$ cat src/rtl/glyph_pkg.sv
// ============================================================================
// Module   : glyph_pkg
// Purpose  : Shared constants and types for the sprite/glyph pipeline.
// Revision : 1.0 - initial release
// ============================================================================
`default_nettype none

package glyph_pkg;

  localparam int RGB_W = 24;
  localparam int GLYPH_W = 32;
  localparam int GLYPH_H = 32;
  localparam logic [RGB_W-1:0] KEY_RGB = 24'hFF00FF;

  // Glyph indices within the ROM
  localparam int GLYPH_KART = 0;
  localparam int GLYPH_OBSTACLE = 1;

  typedef logic [RGB_W-1:0] rgb_t;

endpackage

`default_nettype wire

$ cat src/rtl/glyph_hit_calc.sv
// ============================================================================
// Module   : glyph_hit_calc
// Purpose  : Combinational sprite hit test and glyph ROM address generation
//            for one sprite layer. The optional mirror is applied through
//            the flip input (tied low when mirroring is not built in).
// Revision : 1.0 - initial release
// ============================================================================
`default_nettype none

module glyph_hit_calc
  import glyph_pkg::*;
#(
  parameter int COORD_W    = 10,
  parameter int ADDR_WIDTH = 12,
  parameter int SEL_W      = 2,
  parameter int GLYPH_W    = glyph_pkg::GLYPH_W,
  parameter int GLYPH_H    = glyph_pkg::GLYPH_H
) (
  input  logic                  en,
  input  logic                  pix_valid,
  input  logic                  flip,
  input  logic [COORD_W-1:0]    pix_x,
  input  logic [COORD_W-1:0]    pix_y,
  input  logic [COORD_W-1:0]    sx,
  input  logic [COORD_W-1:0]    sy,
  input  logic [SEL_W-1:0]      sel,
  output logic                  hit,
  output logic [ADDR_WIDTH-1:0] addr
);

  localparam int LW     = $clog2(GLYPH_W);
  localparam int LH     = $clog2(GLYPH_H);
  localparam int FULL_W = SEL_W + LH + LW;
  localparam logic [COORD_W:0] C_GW = (COORD_W+1)'(GLYPH_W);
  localparam logic [COORD_W:0] C_GH = (COORD_W+1)'(GLYPH_H);

  logic [COORD_W:0] w_dx;
  logic [COORD_W:0] w_dy;
  logic [LW-1:0]    w_col;
  logic [FULL_W-1:0] w_full;

  // Extended-width offsets so a sprite near the coordinate limit never wraps
  assign w_dx = {1'b0, pix_x} - {1'b0, sx};
  assign w_dy = {1'b0, pix_y} - {1'b0, sy};

  assign hit = en & pix_valid &
               ({1'b0, pix_x} >= {1'b0, sx}) & ({1'b0, pix_y} >= {1'b0, sy}) &
               (w_dx < C_GW) & (w_dy < C_GH);

  // GLYPH_W is a power of two, so GLYPH_W-1-dx equals the bitwise inverse
  assign w_col  = flip ? ~w_dx[LW-1:0] : w_dx[LW-1:0];
  assign w_full = {sel, w_dy[LH-1:0], w_col};

  generate
    if (ADDR_WIDTH == FULL_W) begin : g_addr_exact
      assign addr = w_full;
    end else if (ADDR_WIDTH > FULL_W) begin : g_addr_zext
      assign addr = {{(ADDR_WIDTH-FULL_W){1'b0}}, w_full};
    end else begin : g_addr_trunc
      assign addr = w_full[ADDR_WIDTH-1:0];
    end
  endgenerate

endmodule

`default_nettype wire

$ cat src/rtl/glyph_renderer.sv
// ============================================================================
// Module   : glyph_renderer
// Purpose  : Sprite pixel pipeline: frame-shadowed sprite registers, glyph
//            ROM addressing, colour-key compositing, 3-cycle fixed latency.
//            Optional macro GLYPH_MIRROR_EN adds spr_flip (horizontal mirror).
// Revision : 1.0 - initial release
// ============================================================================
`default_nettype none

module glyph_renderer
  import glyph_pkg::*;
#(
  parameter int DATA_WIDTH = 24,
  parameter int ADDR_WIDTH = 12,
  parameter int COORD_W    = 10,
  parameter int GLYPH_W    = glyph_pkg::GLYPH_W,
  parameter int GLYPH_H    = glyph_pkg::GLYPH_H,
  parameter int SEL_W      = 2,
  parameter logic [DATA_WIDTH-1:0] KEY_RGB = glyph_pkg::KEY_RGB
) (
  input  logic                  clk,
  input  logic                  rst_n,
  input  logic                  frame_start,
  input  logic                  pix_valid,
  input  logic [COORD_W-1:0]    pix_x,
  input  logic [COORD_W-1:0]    pix_y,
  input  logic [DATA_WIDTH-1:0] bg_rgb,
  input  logic [COORD_W-1:0]    spr_x,
  input  logic [COORD_W-1:0]    spr_y,
  input  logic [SEL_W-1:0]      spr_sel,
  input  logic                  spr_en,
`ifdef GLYPH_MIRROR_EN
  input  logic                  spr_flip,
`endif
  output logic [ADDR_WIDTH-1:0] rom_addr,
  input  logic [DATA_WIDTH-1:0] rom_q,
  output logic [DATA_WIDTH-1:0] out_rgb,
  output logic                  out_valid,
  output logic                  out_hit
);

  logic [COORD_W-1:0]    r_sx;
  logic [COORD_W-1:0]    r_sy;
  logic [SEL_W-1:0]      r_sel;
  logic                  r_en;
  logic                  w_flip;

  logic                  w_hit0;
  logic [ADDR_WIDTH-1:0] w_addr0;

  logic                  r_v1;
  logic                  r_hit1;
  logic [DATA_WIDTH-1:0] r_bg1;
  logic                  r_v2;
  logic                  r_hit2;
  logic [DATA_WIDTH-1:0] r_bg2;
  logic                  w_opaque;

`ifdef GLYPH_MIRROR_EN
  logic r_flip;

  // Mirror control is shadowed alongside the other sprite registers
  always_ff @(posedge clk or negedge rst_n) begin
    if (!rst_n)           r_flip <= 1'b0;
    else if (frame_start) r_flip <= spr_flip;
  end

  assign w_flip = r_flip;
`else
  assign w_flip = 1'b0;
`endif

  // Capture sprite registers only at frame start so mid-frame writes cannot tear
  always_ff @(posedge clk or negedge rst_n) begin
    if (!rst_n) begin
      r_sx  <= '0;
      r_sy  <= '0;
      r_sel <= '0;
      r_en  <= 1'b0;
    end else if (frame_start) begin
      r_sx  <= spr_x;
      r_sy  <= spr_y;
      r_sel <= spr_sel;
      r_en  <= spr_en;
    end
  end

  glyph_hit_calc #(
    .COORD_W    (COORD_W),
    .ADDR_WIDTH (ADDR_WIDTH),
    .SEL_W      (SEL_W),
    .GLYPH_W    (GLYPH_W),
    .GLYPH_H    (GLYPH_H)
  ) u_hit_calc (
    .en        (r_en),
    .pix_valid (pix_valid),
    .flip      (w_flip),
    .pix_x     (pix_x),
    .pix_y     (pix_y),
    .sx        (r_sx),
    .sy        (r_sy),
    .sel       (r_sel),
    .hit       (w_hit0),
    .addr      (w_addr0)
  );

  // Colour-key transparency on the ROM word aligned with stage 2
  assign w_opaque = r_hit2 & (rom_q != KEY_RGB);

  // Three-stage pixel pipeline; the ROM address only moves on a sprite hit
  always_ff @(posedge clk or negedge rst_n) begin
    if (!rst_n) begin
      rom_addr  <= '0;
      r_v1      <= 1'b0;
      r_hit1    <= 1'b0;
      r_bg1     <= '0;
      r_v2      <= 1'b0;
      r_hit2    <= 1'b0;
      r_bg2     <= '0;
      out_valid <= 1'b0;
      out_hit   <= 1'b0;
      out_rgb   <= '0;
    end else begin
      if (w_hit0) rom_addr <= w_addr0;
      r_v1      <= pix_valid;
      r_hit1    <= w_hit0;
      r_bg1     <= bg_rgb;
      r_v2      <= r_v1;
      r_hit2    <= r_hit1;
      r_bg2     <= r_bg1;
      out_valid <= r_v2;
      out_hit   <= w_opaque;
      out_rgb   <= w_opaque ? rom_q : (r_v2 ? r_bg2 : '0);
    end
  end

endmodule

`default_nettype wire

$ cat config.mk
export PLATFORM = sky130hd
export DESIGN_NAME = glyph_renderer
export DESIGN_NICKNAME = d
export VERILOG_FILES = /design/src/rtl/glyph_pkg.sv /design/src/rtl/glyph_hit_calc.sv /design/src/rtl/glyph_renderer.sv
export SDC_FILE = /design/constraint.sdc
export NUM_CORES = 1
export LEC_CHECK = 0
export CORE_MARGIN = 10
export CORE_UTILIZATION = 41
export DETAILED_ROUTE_END_ITERATION = 7
export GPL_TIMING_DRIVEN = 0
export PLACE_DENSITY_LB_ADDON = 0.12
export SYNTH_ARGS = -nofsm -noshare
export SYNTH_HDL_FRONTEND = slang
export SYNTH_SLANG_ARGS = --single-unit
$ cat constraint.sdc
create_clock -name clk -period 3.8 [get_ports clk]
set_clock_uncertainty 0.05 [all_clocks]
set_input_delay 0.38 -clock clk [delete_from_list [all_inputs] [get_ports clk]]
set_output_delay 0.38 -clock clk [all_outputs]
set_load 0.02 [all_outputs]
==> flow_summary_export.csv <==
group,metric,value,unit
synth,synthArstFlopShare,1.00,
routing,drtPass1Iterations,4,
floorplan,rows,40,
setup_path,crit_top_cell,"inv_1",
setup_path,crit_chain,"clkdlybuf4s50_1 -> inv_1 -> ha_1 -> inv_1 -> fa_1 -> a211oi_2 -> o31ai_1 -> o211ai_1 -> o2111ai_1 -> nor4_2 -> nand4_2 -> buf_6 -> mux2_4",
place,dp_slack,351,ps
synth,synth_top_cell_area_share,0.570,
clock_network,cts-root-buf,"clkbuf_16",
setup_path,crit_path_max_incr_delay,430,ps
routing,drt-total-wl,12.8,mm
floorplan,die_area,16900,um^2
setup_path,critPathKind,"primary input to register",
global_route,grt_max_degree,59,
routing,post-route-drc-count,0,
routing,vias_per_cell,5.05,
job,drv_cap,0,
floorplan,initial_core_util,0.417,
timing,fin_crit_sh,0.806,
synth,synth_area,4960,um^2
finish,final_nets,718,
place,gp_congestion,0.841,
floorplan,num_io_pins,133,
floorplan,core,11900,um^2
setup_path,path_max_fanout,10,
global_route,track_usage,0.158,
routing,routedWlPerCell,16.8,um
pwr,ir_drop,0.000262,V
place,io_buffers,132,
setup_path,worstSetupEndpointType,"register",
setup_path,crit_start,"pix_y[0]",
floorplan,fp.dieW,130,um
global_route,grt_pass1_wl,20.7,mm
clock_network,cts_buffers,17,
clock_network,hold_buffers,0,
synth,seq_area_frac_synth,0.570,
global_route,grt_antenna_before_repair,0,
clock_network,clk_pin_slew,50,ps
clock_network,post_cts_buffers,0,
synth,syn_inst,449,
timing,finalHoldViolCount,0,
routing,vias,3838,
synth,synthFlopType,"dfrtp_1",
routing,drtIter0Drc,164,
routing,final_antenna_net_count,0,
global_route,grt_overflow_total,0,
timing,worstMarginPinSlew,781,ps
place,hpwl,9.63,mm
setup_path,rr_startpoint,"r_sy[0]",
pwr,p_leak,3.15,nW
clock_network,cts_sinks,113,
timing,rsz0062_at_grt,"false",
clock_network,h-tree-depth,4,
setup_path,start_kind,"primary input",
finish,seq_area,2830,um^2
setup_path,required,4030,ps
pwr,powerDensity,491,nW/um^2
timing,finalSetupViolations,0,
setup_path,crit_family,"compound AO/OA/AOI/OAI gates",
timing,slew_violations,0,
finish,fillerInstances,1015,
status,status,"finished, final reports clean",
finish,fin_util,0.598,
timing,worst_slack,736,ps
timing,max_freq,0.326,GHz
clock_network,clk_path_buf_depth,2,
synth,synth_edf_count,0,
min_path,hold_class,"primary input to async pin",
synth,ys_warn_count,0,
setup_path,arrival,3300,ps
finish,multi_input_area,1940,um^2
timing,relSlewSlack,0.477,
synth,ys_seq_elements,113,
finish,drive_gt1_frac,0.109,
finish,diodes,0,
global_route,grt_pass1_vias,4076,
clock_network,cts_tree,"built",
synth,synth_cell_types,62,
synth,synth_fp_nets,566,
setup_path,crit_path_top_delay_cell,"fa_1",
setup_path,cp.buffers_inverters,4,
clock_network,cts_resized,0,
floorplan,die_h,130,um
timing,period_needed,3060,ps
synth,synth_area_leaders,"dfrtp_1 (57%), nand2_1 (5.4%), ha_1 (5.0%)",
synth,synth_top_area_cell,"dfrtp_1",
synth,synth.avg_cell_area,11.1,um^2
clock_network,clk_latency,400,ps
finish,synthToLayoutAreaGrowth,43.5,%
## final timing paths
check / slack (ps) / endpoint / depth (start not counted)
min in group clk: 290 / r_bg2[20] / 0
setup reg to reg: 830 / rom_addr[7] / 11
hold reg to reg: 290 / r_bg2[20] / 0
max in group asynchronous: 2970 / rom_addr[4] / 2
hold / removal: 5 / out_rgb[5] / 1
setup / recovery: 740 / rom_addr[7] / 13
## report_power, final
group          internal [mW]  leakage, nW  switching, mW  total [mW]
combinational          0.262         1.47          0.278       0.540
sequential              1.27         1.37         0.0195        1.29
clock                   1.14        0.306          0.525        1.67
total                   2.68         3.15          0.823        3.50
## cell type report
cell class	instances	share of cell area
multi-input combinational	288	0.273
timing repair buffer	133	0.189
sequential	113	0.397
buffer	16	0.0102
inverter	32	0.0169
clock buffer	22	0.0666
clock inverter	9	0.0218
tap	147	0.0258
## logic make-up (layout without fill, tap and decap cells)
logic type               after synthesis  in the layout  share of synthesized area
flip-flops                           113            113                      0.570
AND/OR/NAND/NOR                      143            143                      0.145
adder cells (fa/ha/maj)               22             22                     0.0585
multiplexers                          18             18                     0.0454
AO/OA/AOI/OAI                        101            101                      0.136
XOR/XNOR                               4              4                    0.00706
buffers and inverters                 48            212                     0.0388
## synthesized netlist by cell type, drive strengths merged (4+ instances only)
master and count:
dfrtp 113, nand2 71, o21ai 52, inv 32
ha 20, nor2 17, mux2 15, clkbuf 12
a21oi 10, nand2b 7, nor3 7, nand4 6
a211oi 5, nor2b 5, nor4 5, o211ai 5
buf 4, nand3 4, o21a 4, o31a 4
## through the flow
| stage | instance area (um^2) | power [mW] | instances | TNS, ps | hold slack, ps |
|---|---|---|---|---|---|
| 2_1_floorplan | 4960 | 1.61 | 449 | 0 | 34.4 |
| 3_3_place_gp | 6470 | 1.83 | 728 | -217200 | 282 |
| 3_5_place_dp | 6490 | 1.85 | 729 | 0 | 285 |
| 4_1_cts | 7120 | 3.54 | 760 | 0 | 25.2 |
| 5_1_grt | 7120 | 3.67 | 760 | 0 | 53.2 |
| 6_report | 7120 | 3.50 | 760 | 0 | 4.67 |
## worst register-to-register path, delay by kind of cell, from the launching register on
family | cells | cell delay (ps)
buf+inv | 2 | 280
flops | 1 | 350
simple gates | 2 | 470
mux | 1 | 310
fa+ha+maj | 2 | 620
compound gates | 4 | 780
## state kept, by name, indices dropped and copies added, names as in the netlist
| name | flops |
|---|---|
| r_sel | 2 |
| r_v2 | 1 |
| r_bg1 | 24 |
| r_sx | 10 |
| r_v1 | 1 |
| r_bg2 | 24 |
| rom_addr | 12 |
| out_hit | 1 |
| out_rgb | 24 |
| r_hit1 | 1 |
| r_en | 1 |
| r_sy | 10 |
| r_hit2 | 1 |
| out_valid | 1 |
## layer usage
metal	part of all wire	track usage	up-vias
met1	0.43	0.182	1851
li1	-	-	1866
met3	0.055	0.0535	13
met5	0	0	-
met4	0.012	0.0556	0
met2	0.51	0.268	108
## cells in the final DEF, fill, tap and decap left out, types with 4 or more instances in the layout
cell type        synthesis  layout
a21oi_1                 10      10
nand4_1                  5       5
nor2_1                  17      17
o21ai_0                 49      49
o21a_1                   4       4
nor3_1                   7       7
nand2b_1                 7       7
nor2b_1                  5       5
nand2_1                 71      71
ha_1                    20      20
dfrtp_1                113     113
mux2_2                   8       8
mux2_4                   7       7
bufinv_16                0       4
o211ai_1                 5       5
inv_1                   32      32
clkdlybuf4s50_1          0     131
clkbuf_1                11      13
nand3_1                  4       4
clkbuf_16                0      17
No activity file was read; power rests on OpenSTA's default activity.
